<file path="config.mk">
export PLATFORM = sky130hd
export DESIGN_NAME = v_asymmetric_byte_packer
export DESIGN_NICKNAME = d
export VERILOG_FILES = /design/src/rtl/v_asymmetric_byte_packer_pkg.sv /design/src/rtl/v_asymmetric_byte_packer_lane_accum.sv /design/src/rtl/v_asymmetric_byte_packer.sv
export SDC_FILE = /design/constraint.sdc
export NUM_CORES = 1
export LEC_CHECK = 0
export ABC_AREA = 0
export CAP_MARGIN = 10
export CORE_UTILIZATION = 54
export CTS_BUF_LIST = sky130_fd_sc_hd__clkbuf_4 sky130_fd_sc_hd__clkbuf_8
export CTS_CLUSTER_SIZE = 28
export DETAILED_ROUTE_END_ITERATION = 12
export PLACE_DENSITY = 0.82
export SLEW_MARGIN = 20
export SYNTH_ARGS = -nofsm -noshare
export SYNTH_HDL_FRONTEND = slang
export SYNTH_HIERARCHICAL = 1
export SYNTH_SLANG_ARGS = --single-unit
</file>
<file path="constraint.sdc">
create_clock -name clk -period 3 [get_ports clk]
set_clock_uncertainty 0.1 [all_clocks]
set_input_delay 0.6 -clock clk [delete_from_list [all_inputs] [get_ports clk]]
set_output_delay 0.6 -clock clk [all_outputs]
set_load 0.005 [all_outputs]
</file>
<file path="src/rtl/v_asymmetric_byte_packer_pkg.sv">
// Shared constants, log2 helper and FSM state encoding for the asymmetric byte packer.
package v_asymmetric_byte_packer_pkg;

  function automatic int unsigned log2(input int unsigned value);
    int unsigned shifted;
    int unsigned res;
    if (value < 2) return value;
    shifted = value - 1;
    res = 0;
    while (shifted > 0) begin
      shifted = shifted >> 1;
      res++;
    end
    return res;
  endfunction

  // Values for the default 8-bit / 32-bit RAM pairing
  localparam int unsigned RATIO = 32 / 8;
  localparam int unsigned LANEW = log2(RATIO);

  typedef enum logic {
    FILL = 1'b0,
    FULL = 1'b1
  } state_t;

endpackage

</file>
<file path="src/rtl/v_asymmetric_byte_packer_lane_accum.sv">
// Lane counter and accumulator: collects narrow bytes and presents the packed, PAD-filled word.
module v_asym_lane_accum
  import v_asymmetric_byte_packer_pkg::*;
#(
  parameter int unsigned       WIDTHA = 8,
  parameter int unsigned       WIDTHB = 32,
  parameter logic [WIDTHA-1:0] PAD    = '0
) (
  input  logic              clk,
  input  logic              clear,
  input  logic              accept,
  input  logic              last,
  input  logic [WIDTHA-1:0] data,
  output logic              commit,
  output logic [WIDTHB-1:0] word
);

  localparam int unsigned NLANES = WIDTHB / WIDTHA;
  localparam int unsigned LW     = log2(NLANES);

  logic [LW-1:0]     lane;
  logic [WIDTHB-1:0] acc;

  always_comb begin
    commit = accept & (last | (lane == LW'(NLANES - 1)));
  end

  // The byte being accepted goes straight into the output word so a commit needs no extra cycle
  always_comb begin
    word = '0;
    for (int unsigned i = 0; i < NLANES; i++) begin
      if (i < 32'(lane))
        word[i*WIDTHA +: WIDTHA] = acc[i*WIDTHA +: WIDTHA];
      else if (i == 32'(lane))
        word[i*WIDTHA +: WIDTHA] = data;
      else
        word[i*WIDTHA +: WIDTHA] = PAD;
    end
  end

  always_ff @(posedge clk) begin
    if (clear) begin
      lane <= '0;
    end else if (accept) begin
      acc[32'(lane)*WIDTHA +: WIDTHA] <= data;
      lane <= commit ? '0 : lane + 1'b1;
    end
  end

endmodule

</file>
<file path="src/rtl/v_asymmetric_byte_packer.sv">
// Byte-stream to wide-word packer driving the wide port of the 256x8/64x32 asymmetric RAM.
// Define ASYM_PACKER_WRAP_EN for circular-buffer operation instead of stopping when full.
module v_asymmetric_byte_packer
  import v_asymmetric_byte_packer_pkg::*;
#(
  parameter int unsigned       WIDTHA     = 8,
  parameter int unsigned       WIDTHB     = 32,
  parameter int unsigned       SIZEB      = 64,
  parameter int unsigned       ADDRWIDTHB = 6,
  parameter logic [WIDTHA-1:0] PAD        = '0
) (
  input  logic                  clk,
  input  logic                  rst,
  input  logic                  clr,
  input  logic                  s_valid,
  output logic                  s_ready,
  input  logic [WIDTHA-1:0]     s_data,
  input  logic                  s_last,
  output logic                  enB,
  output logic                  weB,
  output logic [ADDRWIDTHB-1:0] addrB,
  output logic [WIDTHB-1:0]     diB,
  output logic                  frame_done,
  output logic                  full,
  output logic [ADDRWIDTHB:0]   words_written
);

  state_t                state;
  logic [ADDRWIDTHB-1:0] word_ptr;
  logic                  accept;
  logic                  commit;
  logic                  last_word;
  logic [WIDTHB-1:0]     word;

  always_comb begin
    s_ready   = (state == FILL) & ~clr & ~rst;
    accept    = s_valid & s_ready;
    last_word = (word_ptr == ADDRWIDTHB'(SIZEB - 1));
  end

  v_asym_lane_accum #(
    .WIDTHA (WIDTHA),
    .WIDTHB (WIDTHB),
    .PAD    (PAD)
  ) u_accum (
    .clk    (clk),
    .clear  (rst | clr),
    .accept (accept),
    .last   (s_last),
    .data   (s_data),
    .commit (commit),
    .word   (word)
  );

  always_ff @(posedge clk) begin
    if (rst) begin
      state         <= FILL;
      word_ptr      <= '0;
      enB           <= 1'b0;
      weB           <= 1'b0;
      addrB         <= '0;
      diB           <= '0;
      frame_done    <= 1'b0;
      full          <= 1'b0;
      words_written <= '0;
    end else begin
      enB        <= 1'b0;
      weB        <= 1'b0;
      frame_done <= 1'b0;
`ifdef ASYM_PACKER_WRAP_EN
      full       <= 1'b0;
`endif
      if (clr) begin
        state         <= FILL;
        word_ptr      <= '0;
        words_written <= '0;
        full          <= 1'b0;
      end else if (commit) begin
        enB        <= 1'b1;
        weB        <= 1'b1;
        addrB      <= word_ptr;
        diB        <= word;
        frame_done <= s_last;
        if (words_written != (ADDRWIDTHB+1)'(SIZEB))
          words_written <= words_written + 1'b1;
        if (last_word) begin
          word_ptr <= '0;
          full     <= 1'b1;
`ifndef ASYM_PACKER_WRAP_EN
          state    <= FULL;
`endif
        end else begin
          word_ptr <= word_ptr + 1'b1;
        end
      end
    end
  end

endmodule

</file>
==> metrics <==
Post-DP Area 0.00416 mm²; # H-tree levels 3; placer congestion estimate 0.777; Synth Area in Simple Gates 24.8%; count leader, synth nand2_1; Clk pwr share 39.2%; Worst Reg-to-Reg Cells 6; number of nets in the layout 460; post-synthesis register bit count 80; multi-input combinational cell area 0.00151 mm²; # hold bufs at CTS 0; Leak 1.47 nW; Final Max Slew Viols 0; area of the die 0.00676 mm²; residual DRC count 0; leading area contributor after synthesis dfxtp_1; Mapped Cells 378; per-cell routed wire length 13.9 µm; ys flop type dfxtp_1; final hold vios 0; Worst Path Arrival 1.90 ns; Most Crowded Layer GR met2; Max Clock Freq 384 MHz; global-route met3 utilization 6.37%; ys async rst share 0%; CTS buffer count 9; Synth top cells by count nand2_1 (109), dfxtp_1 (56), a21oi_1 (43); actual slew at the worst max-slew pin 0.513 ns; status finished, final reports clean; largest net degree at the start of global routing 39; die height 82.2 µm; Longest Clk Path Bufs 2; Tmin final 2.60 ns; ANT cells 0; DR vias/cell 5.26; vias in the first global route 2583; Req. time, crit path 2.30 ns; Filler cells 452; largest family of logic cells by synthesized area simple AND/OR/NAND/NOR gates; critical path class input port to output port; CTS tree built; VDD IR max 303 µV; final wirelength 7200 µm; I/O Buffers 62; HPWL Detailed 5010 µm; CP Cell Sequence clkdlybuf4s50_1 > nor2_2 > inv_1 > nor2_1 > clkdlybuf4s50_1; Ys Warns 6; multiplexer share of the synthesized area 3.45%; synthesis-to-finish area growth 25.3%; postcts setup bufs 0; placed cells 502; crit path capture type output port; met2 usage 39.7%; Avg Synthesized Cell Area 9.20 µm²; NetSw 0.405 mW; Power Internal 1.57 mW; relative max-transition margin 65.8%; library cells used by synthesis 34; worst hold path depth 2; overall routing resource usage 24.2%; root buf cell clkbuf_8; latest clock arrival within the worst-skew pair 0.34 ns; cell area after layout 0.00436 mm²; Crit path top cell by count clkdlybuf4s50_1; syn_nets 400; CTS resizes 0; Sequential Area 0.00184 mm²; Final ANT Viol Nets 0; TritonRoute pass-1 iters 4; Worst setup SP type input port; Seq/Total Area, Yosys 53.0%; Detailed Route Iter0 Violations 181; Initial Utilization 57.4%; met1 usage 30.2%; Mapped Area 0.00348 mm²; setup tns final 0 ns; critical path's slowest cell clkdlybuf4s50_1; global-route wire length before repair 12100 µm; share of the synthesized area in the top cell type 32.2%; synth top area cells dfxtp_1 (32%), edfxtp_1 (21%), nand2_1 (12%); RSZ-0062 raised after global routing false; grt ovf 0; Synth Area in Compound Gates 10.5%; Seq pwr share 56.4%; Sw Ratio 20.5%; non-filler cells in the finished layout 518; number of flops mapped to enable cells by yosys 24; share of cells above drive strength 1 8.13%; post-synthesis xor/xnor area fraction 1.51%; Crit path largest cell delay 0.52 ns; class of the worst hold path register to register; Synth Area in Adders 3.24%; Max FO, Critical Path 3; Die W 82.2 µm; Site Rows 28; MaxCap Viol Count 0; io pins 63; core area 0.00606 mm²; CTS Sinks 80; PD cells 454 mW/mm²; clock-pin slew on the worst setup and hold paths 0.07 ns; # setup viols final 0; initial antenna violation count 0; routed via count 2727; fin crit share 86.8%; Logic pwr share 4.4%
final timing paths:
check                                   end             from  slack (ns)
worst max-delay path                s_ready              clr        0.40
worst max register to register  word_ptr[5]  u_accum/lane[0]        0.65
worst min-delay path                diB[18]          diB[18]        0.36
worst min register to register      diB[18]          diB[18]        0.36
cells by family (layout without fill, tap and decap cells):
logic type	after synthesis	in the layout
and+or+nand+nor	178	178
DFF	80	80
AOI/OAI and AO/OA	67	67
buffers and inverters	27	92
muxes	11	11
adders and majority gates	9	9
xor gates and xnor gates	6	6
critical path, delay by kind of cell:
| family | cells | cell delay, ns |
|---|---|---|
| simple gates | 2 | 0.25 |
| buf+inv | 3 | 1.05 |
registers in the layout (all words and copies together), names as in the netlist:
signal	flops
words_written	7
diB	32
weB	1
u_accum/lane	2
u_accum/acc	24
state	1
frame_done	1
addrB	6
word_ptr	6
through the flow:
stage	utilization (%)	power [mW]	setup WS [ns]	hold slack, ns
finish	71.9	1.98	0.397	0.356
CTS	71.9	2.00	0.387	0.356
global route	71.9	2.05	0.235	0.367
detailed placement	68.6	1.23	0.0976	0.345
floorplan	-	1.18	0.540	0.350
global placement	68.6	1.22	0.232	0.344
final cells by class:
class / instances / area share [%]
repair buffers: 69 / 15.7
multi-input cells: 271 / 34.7
clock inverters: 4 / 1.01
flip-flops and latches: 80 / 42.3
inverters: 7 / 0.603
clock buffers: 12 / 3.50
well taps: 75 / 2.15
power by group through the flow:
| stage | Combinational [mW] | Clock, mW | Sequential, mW |
|---|---|---|---|
| after global routing | 0.0946 | 0.842 | 1.11 |
| after CTS | 0.0870 | 0.796 | 1.11 |
| final | 0.0865 | 0.775 | 1.11 |
| after floorplan | 0.0409 | 0 | 1.14 |
| after global placement | 0.0841 | 0 | 1.14 |
| after detailed placement | 0.0862 | 0 | 1.14 |
layout by cell type, fill, tap and decap left out, drive strengths merged, types with 4 or more instances in the layout:
master / Yosys / routed
and2: 35 / 35
inv: 7 / 7
mux2: 8 / 8
ha: 9 / 9
a22o: 5 / 5
a21oi: 43 / 43
o21ai: 15 / 15
edfxtp: 24 / 24
nor2: 12 / 12
nand2: 109 / 109
xor2: 5 / 5
dfxtp: 56 / 56
buf: 10 / 7
clkbuf: 10 / 12
clkdlybuf4s50: 0 / 62
nand4: 4 / 4
routing by layer:
metal	vias to the layer above	share of wire, %	routed length (µm)
met4	0	1.2	85
met2	85	48	3420
met3	8	5.6	402
met1	1253	46	3280
met5	-	0	0
li1	1381	-	-
No activity file was read; power rests on OpenSTA's default activity.
